$ cat config.mk
export PLATFORM = sky130hd
export DESIGN_NAME = proc_sequencer_flat
export DESIGN_NICKNAME = d
export VERILOG_FILES = /design/src/rtl/proc_sequencer_if.sv /design/src/rtl/proc_sequencer.sv /design/src/flat_wrapper.sv
export SDC_FILE = /design/constraint.sdc
export NUM_CORES = 1
export LEC_CHECK = 0
export BUFFER_PORTS_ARGS = -buffer_cell sky130_fd_sc_hd__buf_2
export CAP_MARGIN = 20
export CORE_ASPECT_RATIO = 0.75
export CORE_UTILIZATION = 49
export DETAILED_ROUTE_END_ITERATION = 8
export PLACE_DENSITY_LB_ADDON = 0.15
export SLEW_MARGIN = 15
export SYNTH_ARGS = -nofsm -noshare
export SYNTH_HDL_FRONTEND = slang
export SYNTH_SLANG_ARGS = --single-unit
$ cat constraint.sdc
create_clock -name clk -period 4.05 [get_ports clk]
set_input_delay 0.81 -clock clk [delete_from_list [all_inputs] [get_ports clk]]
set_output_delay 0.81 -clock clk [all_outputs]
set_load 0.01 [all_outputs]
$ cat src/rtl/proc_sequencer_if.sv
// Signal bundle between the run sequencer and the pipeline / loader / dump consumer.
// The sequencer takes the slave view; whatever drives start/ld/dump takes master.
interface proc_sequencer_if;
  // session control and status
  logic        start;
  logic [8:0]  progLen;
  logic        busy;
  logic        done;
  logic        timeout;
  logic        lenErr;
  logic [15:0] cycleNo;

  // program load stream and instruction-memory side
  logic        ldValid;
  logic [31:0] ldData;
  logic        ldReady;
  logic        imemWrite;
  logic        imemRead;
  logic [31:0] imemAddr;
  logic [31:0] imemData;

  // pipeline control
  logic        initializing;
  logic        ending;
  logic        pcReset;
  logic        pcWrite;
  logic        runEn;
  logic        syscall_W;

  // dump addressing and output stream
  logic [4:0]  dumpReg;
  logic [31:0] regData;
  logic [31:0] dumpMemAddr;
  logic [7:0]  memByte;
  logic        dumpValid;
  logic        dumpReady;
  logic        dumpIsMem;
  logic [7:0]  dumpIdx;
  logic [31:0] dumpData;

  modport slave (
    input  start, progLen, ldValid, ldData, syscall_W, regData, memByte, dumpReady,
    output busy, done, timeout, lenErr, cycleNo,
    output ldReady, imemWrite, imemRead, imemAddr, imemData,
    output initializing, ending, pcReset, pcWrite, runEn,
    output dumpReg, dumpMemAddr, dumpValid, dumpIsMem, dumpIdx, dumpData
  );

  modport master (
    output start, progLen, ldValid, ldData, syscall_W, regData, memByte, dumpReady,
    input  busy, done, timeout, lenErr, cycleNo,
    input  ldReady, imemWrite, imemRead, imemAddr, imemData,
    input  initializing, ending, pcReset, pcWrite, runEn,
    input  dumpReg, dumpMemAddr, dumpValid, dumpIsMem, dumpIdx, dumpData
  );
endinterface

$ cat src/rtl/proc_sequencer.sv
// Run controller for the 5-stage MIPS pipeline: loads a program into imem,
// runs until syscall or cycle budget, then streams out registers and data memory.
module proc_sequencer #(
  parameter int          PROG_MAX       = 256,
  parameter int          NUM_REGS       = 32,
  parameter int          MEM_DUMP_BYTES = 64,
  parameter logic [15:0] MAX_CYCLES     = 16'hFFFF
) (
  input logic             clk,
  input logic             resetN,
  proc_sequencer_if.slave sif
);

  localparam int             NUM_ITEMS = NUM_REGS + MEM_DUMP_BYTES;
  localparam int             IW        = $clog2(NUM_ITEMS);
  localparam logic [IW-1:0]  REG_CNT   = IW'(NUM_REGS);
  localparam logic [IW-1:0]  LAST_ITEM = IW'(NUM_ITEMS - 1);

  typedef enum logic [2:0] {
    S_IDLE,
    S_LOAD,
    S_RUN,
    S_DUMP_ADDR,
    S_DUMP_OUT,
    S_DONE
  } state_t;

  state_t        state, state_nx;
  logic [8:0]    prog_len;
  logic [8:0]    word_idx;
  logic [IW-1:0] item;
  logic [IW-1:0] mem_off;
  logic [15:0]   cycle_no;
  logic [31:0]   dump_data;
  logic          timeout_q;
  logic          len_err;

  logic idle_like;
  logic start_ok;
  logic len_bad;
  logic ld_hs;
  logic ld_last;
  logic dump_hs;
  logic is_mem;
  logic last_item;
  logic budget_hit;

  assign idle_like  = (state == S_IDLE) || (state == S_DONE);
  assign start_ok   = sif.start && idle_like;
  assign len_bad    = (sif.progLen == 9'd0) || ({23'b0, sif.progLen} > PROG_MAX);
  assign ld_hs      = (state == S_LOAD) && sif.ldValid;
  assign ld_last    = (word_idx == prog_len - 9'd1);
  assign dump_hs    = (state == S_DUMP_OUT) && sif.dumpReady;
  assign is_mem     = (item >= REG_CNT);
  assign mem_off    = item - REG_CNT;
  assign last_item  = (item == LAST_ITEM);
  assign budget_hit = (cycle_no == MAX_CYCLES - 16'd1);

  // ---------------------------------------------------------------- FSM
  always_ff @(posedge clk or negedge resetN) begin
    if (!resetN) state <= S_IDLE;
    else         state <= state_nx;
  end

  always_comb begin
    state_nx = state;
    case (state)
      S_IDLE, S_DONE: if (start_ok && !len_bad) state_nx = S_LOAD;
      S_LOAD:         if (ld_hs && ld_last)     state_nx = S_RUN;
      // syscall and budget expiry both leave RUN; timeout flag is resolved below
      S_RUN:          if (sif.syscall_W || budget_hit) state_nx = S_DUMP_ADDR;
      S_DUMP_ADDR:    state_nx = S_DUMP_OUT;
      S_DUMP_OUT:     if (dump_hs) state_nx = last_item ? S_DONE : S_DUMP_ADDR;
      default:        state_nx = S_IDLE;
    endcase
  end

  // ------------------------------------------------------- control outputs
  logic ctl_init, ctl_ending, ctl_pc_reset, ctl_pc_write;
  logic ctl_imem_read, ctl_imem_write, ctl_run_en, ctl_ld_ready;
  logic ctl_dump_valid, ctl_busy, ctl_done;

  always_comb begin
    ctl_init       = 1'b0;
    ctl_ending     = 1'b0;
    ctl_pc_reset   = 1'b0;
    ctl_pc_write   = 1'b0;
    ctl_imem_read  = 1'b0;
    ctl_imem_write = 1'b0;
    ctl_run_en     = 1'b0;
    ctl_ld_ready   = 1'b0;
    ctl_dump_valid = 1'b0;
    ctl_busy       = 1'b0;
    ctl_done       = 1'b0;
    case (state)
      S_IDLE: begin
        ctl_init     = 1'b1;
        ctl_pc_reset = 1'b1;
      end
      S_LOAD: begin
        ctl_init       = 1'b1;
        ctl_pc_reset   = 1'b1;
        ctl_ld_ready   = 1'b1;
        ctl_imem_write = sif.ldValid;
        ctl_busy       = 1'b1;
      end
      S_RUN: begin
        ctl_pc_write  = 1'b1;
        ctl_imem_read = 1'b1;
        // squash commits behind the retiring syscall in the same cycle
        ctl_run_en    = !sif.syscall_W;
        ctl_busy      = 1'b1;
      end
      S_DUMP_ADDR: begin
        ctl_ending = 1'b1;
        ctl_busy   = 1'b1;
      end
      S_DUMP_OUT: begin
        ctl_ending     = 1'b1;
        ctl_dump_valid = 1'b1;
        ctl_busy       = 1'b1;
      end
      S_DONE: begin
        ctl_ending = 1'b1;
        ctl_done   = 1'b1;
      end
      default: begin
        ctl_init     = 1'b1;
        ctl_pc_reset = 1'b1;
      end
    endcase
  end

  // ------------------------------------------------------------- datapath
  always_ff @(posedge clk or negedge resetN) begin
    if (!resetN) begin
      prog_len  <= '0;
      word_idx  <= '0;
      item      <= '0;
      cycle_no  <= '0;
      dump_data <= '0;
      timeout_q <= 1'b0;
      len_err   <= 1'b0;
    end else begin
      if (start_ok) begin
        if (len_bad) begin
          len_err <= 1'b1;
        end else begin
          len_err   <= 1'b0;
          timeout_q <= 1'b0;
          cycle_no  <= '0;
          prog_len  <= sif.progLen;
          word_idx  <= '0;
          item      <= '0;
        end
      end

      if (ld_hs) word_idx <= word_idx + 9'd1;

      if (state == S_RUN) begin
        if (cycle_no != 16'hFFFF) cycle_no <= cycle_no + 16'd1;
        if (!sif.syscall_W && budget_hit) timeout_q <= 1'b1;
      end

      // addresses have settled for a full cycle by the end of DUMP_ADDR
      if (state == S_DUMP_ADDR)
        dump_data <= is_mem ? {24'b0, sif.memByte} : sif.regData;

      if (dump_hs && !last_item) item <= item + IW'(1);
    end
  end

  // ---------------------------------------------------------- port drive
  assign sif.initializing = ctl_init;
  assign sif.ending       = ctl_ending;
  assign sif.pcReset      = ctl_pc_reset;
  assign sif.pcWrite      = ctl_pc_write;
  assign sif.imemRead     = ctl_imem_read;
  assign sif.imemWrite    = ctl_imem_write;
  assign sif.runEn        = ctl_run_en;
  assign sif.ldReady      = ctl_ld_ready;
  assign sif.dumpValid    = ctl_dump_valid;
  assign sif.busy         = ctl_busy;
  assign sif.done         = ctl_done;

  assign sif.imemAddr     = {21'b0, word_idx, 2'b00};
  assign sif.imemData     = sif.ldData;

  assign sif.dumpReg      = is_mem ? 5'd0 : 5'(item);
  assign sif.dumpMemAddr  = is_mem ? 32'(mem_off) : 32'd0;
  assign sif.dumpIsMem    = is_mem;
  assign sif.dumpIdx      = is_mem ? 8'(mem_off) : 8'(item);
  assign sif.dumpData     = dump_data;

  assign sif.cycleNo      = cycle_no;
  assign sif.timeout      = timeout_q;
  assign sif.lenErr       = len_err;

endmodule

$ cat src/flat_wrapper.sv
// flat-port wrapper written by rule: the top's interface ports become plain ports
module proc_sequencer_flat 
#(
  parameter int          PROG_MAX       = 256,
  parameter int          NUM_REGS       = 32,
  parameter int          MEM_DUMP_BYTES = 64,
  parameter logic [15:0] MAX_CYCLES     = 16'hFFFF
)
  (clk, resetN, sif_start, sif_progLen, sif_ldValid, sif_ldData, sif_syscall_W, sif_regData, sif_memByte, sif_dumpReady, sif_busy, sif_done, sif_timeout, sif_lenErr, sif_cycleNo, sif_ldReady, sif_imemWrite, sif_imemRead, sif_imemAddr, sif_imemData, sif_initializing, sif_ending, sif_pcReset, sif_pcWrite, sif_runEn, sif_dumpReg, sif_dumpMemAddr, sif_dumpValid, sif_dumpIsMem, sif_dumpIdx, sif_dumpData);
  proc_sequencer_if sif_i ();
  input logic clk;
  input logic resetN;
  input wire logic [$bits(sif_i.start)-1:0] sif_start;
  input wire logic [$bits(sif_i.progLen)-1:0] sif_progLen;
  input wire logic [$bits(sif_i.ldValid)-1:0] sif_ldValid;
  input wire logic [$bits(sif_i.ldData)-1:0] sif_ldData;
  input wire logic [$bits(sif_i.syscall_W)-1:0] sif_syscall_W;
  input wire logic [$bits(sif_i.regData)-1:0] sif_regData;
  input wire logic [$bits(sif_i.memByte)-1:0] sif_memByte;
  input wire logic [$bits(sif_i.dumpReady)-1:0] sif_dumpReady;
  output wire logic [$bits(sif_i.busy)-1:0] sif_busy;
  output wire logic [$bits(sif_i.done)-1:0] sif_done;
  output wire logic [$bits(sif_i.timeout)-1:0] sif_timeout;
  output wire logic [$bits(sif_i.lenErr)-1:0] sif_lenErr;
  output wire logic [$bits(sif_i.cycleNo)-1:0] sif_cycleNo;
  output wire logic [$bits(sif_i.ldReady)-1:0] sif_ldReady;
  output wire logic [$bits(sif_i.imemWrite)-1:0] sif_imemWrite;
  output wire logic [$bits(sif_i.imemRead)-1:0] sif_imemRead;
  output wire logic [$bits(sif_i.imemAddr)-1:0] sif_imemAddr;
  output wire logic [$bits(sif_i.imemData)-1:0] sif_imemData;
  output wire logic [$bits(sif_i.initializing)-1:0] sif_initializing;
  output wire logic [$bits(sif_i.ending)-1:0] sif_ending;
  output wire logic [$bits(sif_i.pcReset)-1:0] sif_pcReset;
  output wire logic [$bits(sif_i.pcWrite)-1:0] sif_pcWrite;
  output wire logic [$bits(sif_i.runEn)-1:0] sif_runEn;
  output wire logic [$bits(sif_i.dumpReg)-1:0] sif_dumpReg;
  output wire logic [$bits(sif_i.dumpMemAddr)-1:0] sif_dumpMemAddr;
  output wire logic [$bits(sif_i.dumpValid)-1:0] sif_dumpValid;
  output wire logic [$bits(sif_i.dumpIsMem)-1:0] sif_dumpIsMem;
  output wire logic [$bits(sif_i.dumpIdx)-1:0] sif_dumpIdx;
  output wire logic [$bits(sif_i.dumpData)-1:0] sif_dumpData;
  assign sif_i.start = sif_start;
  assign sif_i.progLen = sif_progLen;
  assign sif_i.ldValid = sif_ldValid;
  assign sif_i.ldData = sif_ldData;
  assign sif_i.syscall_W = sif_syscall_W;
  assign sif_i.regData = sif_regData;
  assign sif_i.memByte = sif_memByte;
  assign sif_i.dumpReady = sif_dumpReady;
  assign sif_busy = sif_i.busy;
  assign sif_done = sif_i.done;
  assign sif_timeout = sif_i.timeout;
  assign sif_lenErr = sif_i.lenErr;
  assign sif_cycleNo = sif_i.cycleNo;
  assign sif_ldReady = sif_i.ldReady;
  assign sif_imemWrite = sif_i.imemWrite;
  assign sif_imemRead = sif_i.imemRead;
  assign sif_imemAddr = sif_i.imemAddr;
  assign sif_imemData = sif_i.imemData;
  assign sif_initializing = sif_i.initializing;
  assign sif_ending = sif_i.ending;
  assign sif_pcReset = sif_i.pcReset;
  assign sif_pcWrite = sif_i.pcWrite;
  assign sif_runEn = sif_i.runEn;
  assign sif_dumpReg = sif_i.dumpReg;
  assign sif_dumpMemAddr = sif_i.dumpMemAddr;
  assign sif_dumpValid = sif_i.dumpValid;
  assign sif_dumpIsMem = sif_i.dumpIsMem;
  assign sif_dumpIdx = sif_i.dumpIdx;
  assign sif_dumpData = sif_i.dumpData;
  proc_sequencer #(.PROG_MAX(PROG_MAX), .NUM_REGS(NUM_REGS), .MEM_DUMP_BYTES(MEM_DUMP_BYTES), .MAX_CYCLES(MAX_CYCLES)) u_core (.clk(clk), .resetN(resetN), .sif(sif_i));
endmodule
## Yosys cells after proc, flatten, opt, wreduce, memory -nomap -nowiden

Index checks and enable logic that the tools add are counted.

| storage, ports and cells | value |
|---|---|
| bits of input ports | 87 |
| output and inout bits | 171 |
| word-level logic and storage cells | 90 |
| register bits after elaboration | 78 |

| operators by class | value |
|---|---|
| equal/unequal tests | 15 |
| order comparisons | 2 |
| reduce and logical (&&, ||, !) cells | 25 |
| $add $sub $neg | 5 |
| mux-type cells | 34 |
| bitwise operators | 1 |

Operators by type and width:

| cell | number |
|---|---|
| 16-bit 2-to-1 mux | 4 |
| 7-bit 2-to-1 mux | 5 |
| 32-bit 2-to-1 mux | 1 |
| 9-bit 2-to-1 mux | 3 |
| 16-bit by 1-bit adder with 16-bit output (second input constant) | 1 |
| 16-bit == test (second input constant) | 1 |
| 16-bit inequality test (second input constant) | 1 |
| 3-bit 2-to-1 mux | 5 |
| 3-bit case mux with 5 select lines | 1 |
| 1-bit 2-to-1 mux | 14 |
| 9-bit by 1-bit adder with 9-bit output (second input constant) | 1 |
| 9-bit == test | 1 |
| 9-bit > comparator (second input constant) | 1 |
| 9-bit logical NOT | 1 |
| 9-bit by 1-bit subtractor with 9-bit output (second input constant) | 1 |
| 4-bit OR reduction | 2 |
| 7-bit by 1-bit adder with 7-bit output (second input constant) | 1 |
| 7-bit == test (second input constant) | 1 |
| 7-bit by 6-bit >= comparator with 1-bit output (second input constant) | 1 |
| 1-bit logical AND | 7 |
| 7-bit by 6-bit subtractor with 7-bit output (second input constant) | 1 |
| 3-bit by 2-bit == test with 1-bit output (second input constant) | 2 |
| 3-bit == test (second input constant) | 2 |
| 2-bit by 1-bit inequality test with 1-bit output (second input constant) | 3 |
| other kinds (12) | 21 |

## Longest topological paths before layout

| logic depth | value |
|---|---|
| depth in word-level cells | 6 |
| gate-level depth with buffers | 7 |
| mapped depth without buffers | 7 |

## Least setup slack after synthesis

Ideal clock, no wire load.

| timing | value |
|---|---|
| kind | reg2out |
| from | register u_core.item[0] |
| to | output sif_dumpIdx[5] |
| setup slack | 1293 ps |
| path buffers | 1 |
| cell stages (with the launch flop) | 8 |
| required time | 3240 ps |
| arrival time | 1947 ps |
| path through | dfrtp_1 -> inv_1 -> ha_1 -> or4b_1 -> o31ai_4 -> buf_6 -> ha_1 -> inv_1 |

| between the ends | value |
|---|---|
| longest elaborated chain between the ends | 2 |
| elaborated cells on any way between the ends | 3 |
| classes of those cells | add/sub: 1; order compare: 1; mux: 1 |

Ends and longest elaborated chain:

| item | line | RTL |
|---|---|---|
| start, declared | proc_sequencer.sv:31 | `logic [IW-1:0] item;` |
| start signal, assigned | proc_sequencer.sv:169 | `if (dump_hs && !last_item) item <= item + IW'(1);` |
| 7-bit by 6-bit >= comparator with 1-bit output | proc_sequencer.sv:54 | `assign is_mem = (item >= REG_CNT);` |
| named net sif_dumpIsMem | flat_wrapper.sv:39 | `output wire logic [$bits(sif_i.dumpIsMem)-1:0] sif_dumpIsMem;` |
| 7-bit 2-to-1 mux | proc_sequencer.sv:192 | `assign sif.dumpIdx = is_mem ? 8'(mem_off) : 8'(item);` |
| end, declared | flat_wrapper.sv:40 | `output wire logic [$bits(sif_i.dumpIdx)-1:0] sif_dumpIdx;` |

The timed path passes the listed nets, and every way through them passes these cells.

## Worst setup path in the final report

| timing | value |
|---|---|
| from | register u_core.state[0] |
| to | output sif_imemWrite |

| between the ends | value |
|---|---|
| longest elaborated chain between the ends | 2 |

Ends and longest elaborated chain:

| item | line | RTL |
|---|---|---|
| start, declared | proc_sequencer.sv:28 | `state_t state, state_nx;` |
| start signal, assigned | proc_sequencer.sv:62 | `else state <= state_nx;` |
| 3-bit by 1-bit == test with 1-bit output | proc_sequencer.sv:95 | `case (state)` |
| 1-bit 2-to-1 mux | proc_sequencer.sv:95 |  |
| end, declared | flat_wrapper.sv:27 | `output wire logic [$bits(sif_i.imemWrite)-1:0] sif_imemWrite;` |

Every way passes these cells.

==> results.txt <==
The clock tree root buffer cell is sky130_fd_sc_hd__clkbuf_16. Dividing total power by cell area gives a power density of 581 mW/mm². In this run, the combinational gates consume 35.4% of the power.

The yosys synthesis warning count is 0. The final hold violation count is 0. The floorplan step set the die height to 87.2 µm.

The global placement routability congestion came out at 0.850. The most used flip-flop cell after synthesis is sky130_fd_sc_hd__dfrtp_1. The post-route clock skew is 6.95 ps. The endpoint identified for the worst register-to-register timing path is u_core.sif.cycleNo[9]. The max-cap violation count came out at 0. The maximum fanout along the worst path came out at 12. The area taken by multi-input logic gates came out at 0.00218 mm². The routed wire length is 11000 µm.

The arrival time at the worst endpoint came out at 2320 ps. The detailed-route wire length per cell came out at 15.0 µm. The number of design rule violations left after detail routing is 0. The TritonCTS clock tree is built.

The type of the worst setup path is flop to output port. The share of the clock period used by the worst path after layout came out at 77.3%. The initial cell density of the core came out at 51.4%.

The post-route cell area came out at 0.00540 mm². The initial antenna violation count is 0. The clock latency on the worst-skew pair came out at 340 ps.

The largest vdd supply drop is 0.285 mV. The flip-flop and latch count after synthesis is 78. The register area is 0.00195 mm². The number of different library cells in the post-synthesis netlist came out at 56. The clock net sink count is 78. The H-tree generated during clock tree synthesis spans 3 levels. The setup slack at placement is 1300 ps. The wire length of the first global-routing pass came out at 17200 µm. Of all flip-flops after synthesis, the portion carrying an async set or reset was 100%. The most common cell after layout, fill and taps aside is sky130_fd_sc_hd__buf_2. The all-layer global routing usage is 22.3%. The final route contains 3850 vias. The core footprint is 0.00923 mm².

The total negative slack came out at 0 ps. The number of fill cells is 845. STA classifies the critical path startpoint as a flop.

The mean area per synthesized cell came out at 9.51 µm². The share of layout cells above drive strength 1 came out at 29.3%. The remaining antenna violation count after routing came out at 0.

The post-synth design cell area came out at 0.00475 mm². The number of diodes is 0. The net switching power came out at 0.00115 W. The sequential cell area fraction in the yosys report is 41.1%. Static timing analysis puts the maximum clock frequency at 0.319 GHz. Compared with the post-synthesis result, the final layout area differs by 13.8%. The instance area after placement came out at 0.00507 mm². The die width came out at 116 µm. The timing endpoint of the critical path is sif_imemWrite. The total number of placement rows came out at 30. In the layout the commonest cells are 143 x sky130_fd_sc_hd__buf_2, 78 x sky130_fd_sc_hd__dfrtp_1, 54 x sky130_fd_sc_hd__nand2_1.

The total CTS buffers came out at 9. Port buffering added 144 buffers. Setup repair after global routing left no endpoint under its margin. The most critical setup path has its startpoint at u_core.state[0]. For the pin with the worst max-slew slack, the measured transition is 991 ps. The cell count after synthesis came out at 499. The area share of the largest cell type after synthesis is 41.1%. The number of slew-limit violations in the final report is 0. The vias per cell came out at 5.25. The overflow left after global routing came out at 0. The critical path endpoint category is an output port.

The number of flops mapped to enable cells by yosys is 0. The via count of the first global-routing pass came to 3412. The internal portion of the total power is 0.00199 W. The synthesized design spends more area on one cell type than any other, namely sky130_fd_sc_hd__dfrtp_1. In this run the tightest slew margin relative to its limit is 33.9%.

The part of the power in registers came out at 38.4%. 258 I/O pins were placed. The switching share of power came out at 36.6%.

Clock-pin slew was measured on the worst setup and hold paths at 60 ps. Detailed placement ended at an HPWL of 8130 µm. The post-CTS setup-driven buffer insertion count is 0. The startpoint identified for the worst register-to-register timing path is u_core.state[2].

The die covers 0.0101 mm². The run finished with clean final reports. Counting I/O delays and the setup requirement, the final critical path takes 3130 ps. The buffer levels on the longest clock path is 2. The number of detailed-route iterations in the first pass is 4.

After synthesis, the cell types taking the most area are sky130_fd_sc_hd__dfrtp_1 41%, sky130_fd_sc_hd__buf_4 14%, sky130_fd_sc_hd__a22o_1 5.0%. The worst setup slack for register-to-register paths is 1630 ps. The final net count is 695. The clock share of power came out at 26.2%. The detailed router finished its first iteration with 146 violations. The post-route worst setup slack came out at 917 ps. The tightest min-delay check is of the input port to asynchronous set/reset pin type. The final setup violation count is 0.

The cts-stage hold buffer count is 0. Summed over all cells, the static leakage comes to 2.78 nW. The data required time at the worst endpoint came out at 3240 ps.

The number of gates resized after cts came out at 0. The depth of the most critical reg-to-reg path came out at 5. Entering global routing, the biggest net connects 79 pins.
-- power by group through the flow --
stage | Combinational, W | Sequential (W) | Clock, W
after global routing | 0.00123 | 0.00124 | 0.000875
final | 0.00111 | 0.00121 | 0.000822
after detailed placement | 0.00111 | 0.00122 | 0
after CTS | 0.00112 | 0.00121 | 0.000843
after floorplan | 0.000761 | 0.00123 | 0
after global placement | 0.00109 | 0.00121 | 0
-- worst min-delay path by stage --
stage | from | end | cells after the start
after global routing | resetN | u_core.sif.cycleNo[10] | 1
after detailed placement | u_core.sif.dumpData[4] | u_core.sif.dumpData[4] | 2
after global placement | u_core.sif.dumpData[0] | u_core.sif.dumpData[0] | 2
after floorplan | u_core.item[5] | u_core.item[5] | 1
after CTS | u_core.sif.dumpData[4] | u_core.sif.dumpData[4] | 2
final | resetN | u_core.sif.cycleNo[10] | 1
-- sequential cells by signal, indices dropped and copies added, names as in the netlist --
register             count
u_core.state             3
u_core.sif.cycleNo      16
u_core.prog_len          9
u_core.sif.lenErr        1
u_core.item              7
u_core.sif.dumpData     32
u_core.word_idx          9
u_core.sif.timeout       1
-- metrics by stage --
| step | total power (W) | cells | util, % | hold WS (ps) |
|---|---|---|---|---|
| 6_report | 0.00314 | 733 | 58.5 | 347 |
| 4_1_cts | 0.00317 | 732 | 58.2 | 479 |
| 5_1_grt | 0.00334 | 733 | 58.5 | 354 |
| 3_3_place_gp | 0.00230 | 716 | 54.9 | 458 |
| 3_5_place_dp | 0.00233 | 716 | 54.9 | 466 |
| 2_1_floorplan | 0.00199 | 547 | - | 459 |
-- logic make-up after synthesis --
group / share of synthesized area, %
AO/OA/AOI/OAI: 15.6
XOR/XNOR: 3.69
adder cells (fa/ha/maj): 2.11
buffers and inverters: 16.8
flip-flops: 41.1
multiplexers: 2.74
other: 0.0790
AND/OR/NAND/NOR: 17.9
-- routing by layer --
layer / vias up / GRT usage (%) / routed length [µm]
met2: 157 / 34.0 / 5040
met1: 1830 / 30.0 / 4830
met5: - / 0 / 0
met3: 35 / 5.29 / 766
li1: 1828 / - / -
met4: 0 / 10.4 / 378
-- worst max-delay path, cell delays in order, from the launching register on --
cell and delay, ps:
sky130_fd_sc_hd__dfrtp_1 540, sky130_fd_sc_hd__nor3b_1 550, sky130_fd_sc_hd__nand2_1 410, sky130_fd_sc_hd__clkinv_1 300, sky130_fd_sc_hd__buf_2 180
-- synthesized netlist by cell type, drive strengths merged, types with 2 or more instances --
cell / instances
nor4: 5
ha: 8
and2: 6
nor2: 23
a22o: 27
nand4: 8
clkbuf: 7
nand3: 17
nor3: 7
nor3b: 4
and4: 2
o21ai: 39
nor2b: 9
xor2: 4
dfrtp: 78
a211oi: 2
or4: 2
buf: 98
or3: 6
a21oi: 7
o211ai: 5
xnor2: 16
a31oi: 7
inv: 9
mux2i: 13
nand2: 54
and3b: 2
and3: 8
nand2b: 2
o31ai: 9
-- final cells by class --
cell class	instances	share of cell area [%]
Clock buffer	10	4.42
Clock inverter	6	1.30
Inverter	10	0.695
Multi-Input combinational cell	354	40.3
Sequential cell	78	36.1
Tap cell	128	2.96
Timing Repair Buffer	147	14.2
Power figures use the tool's default switching activity.
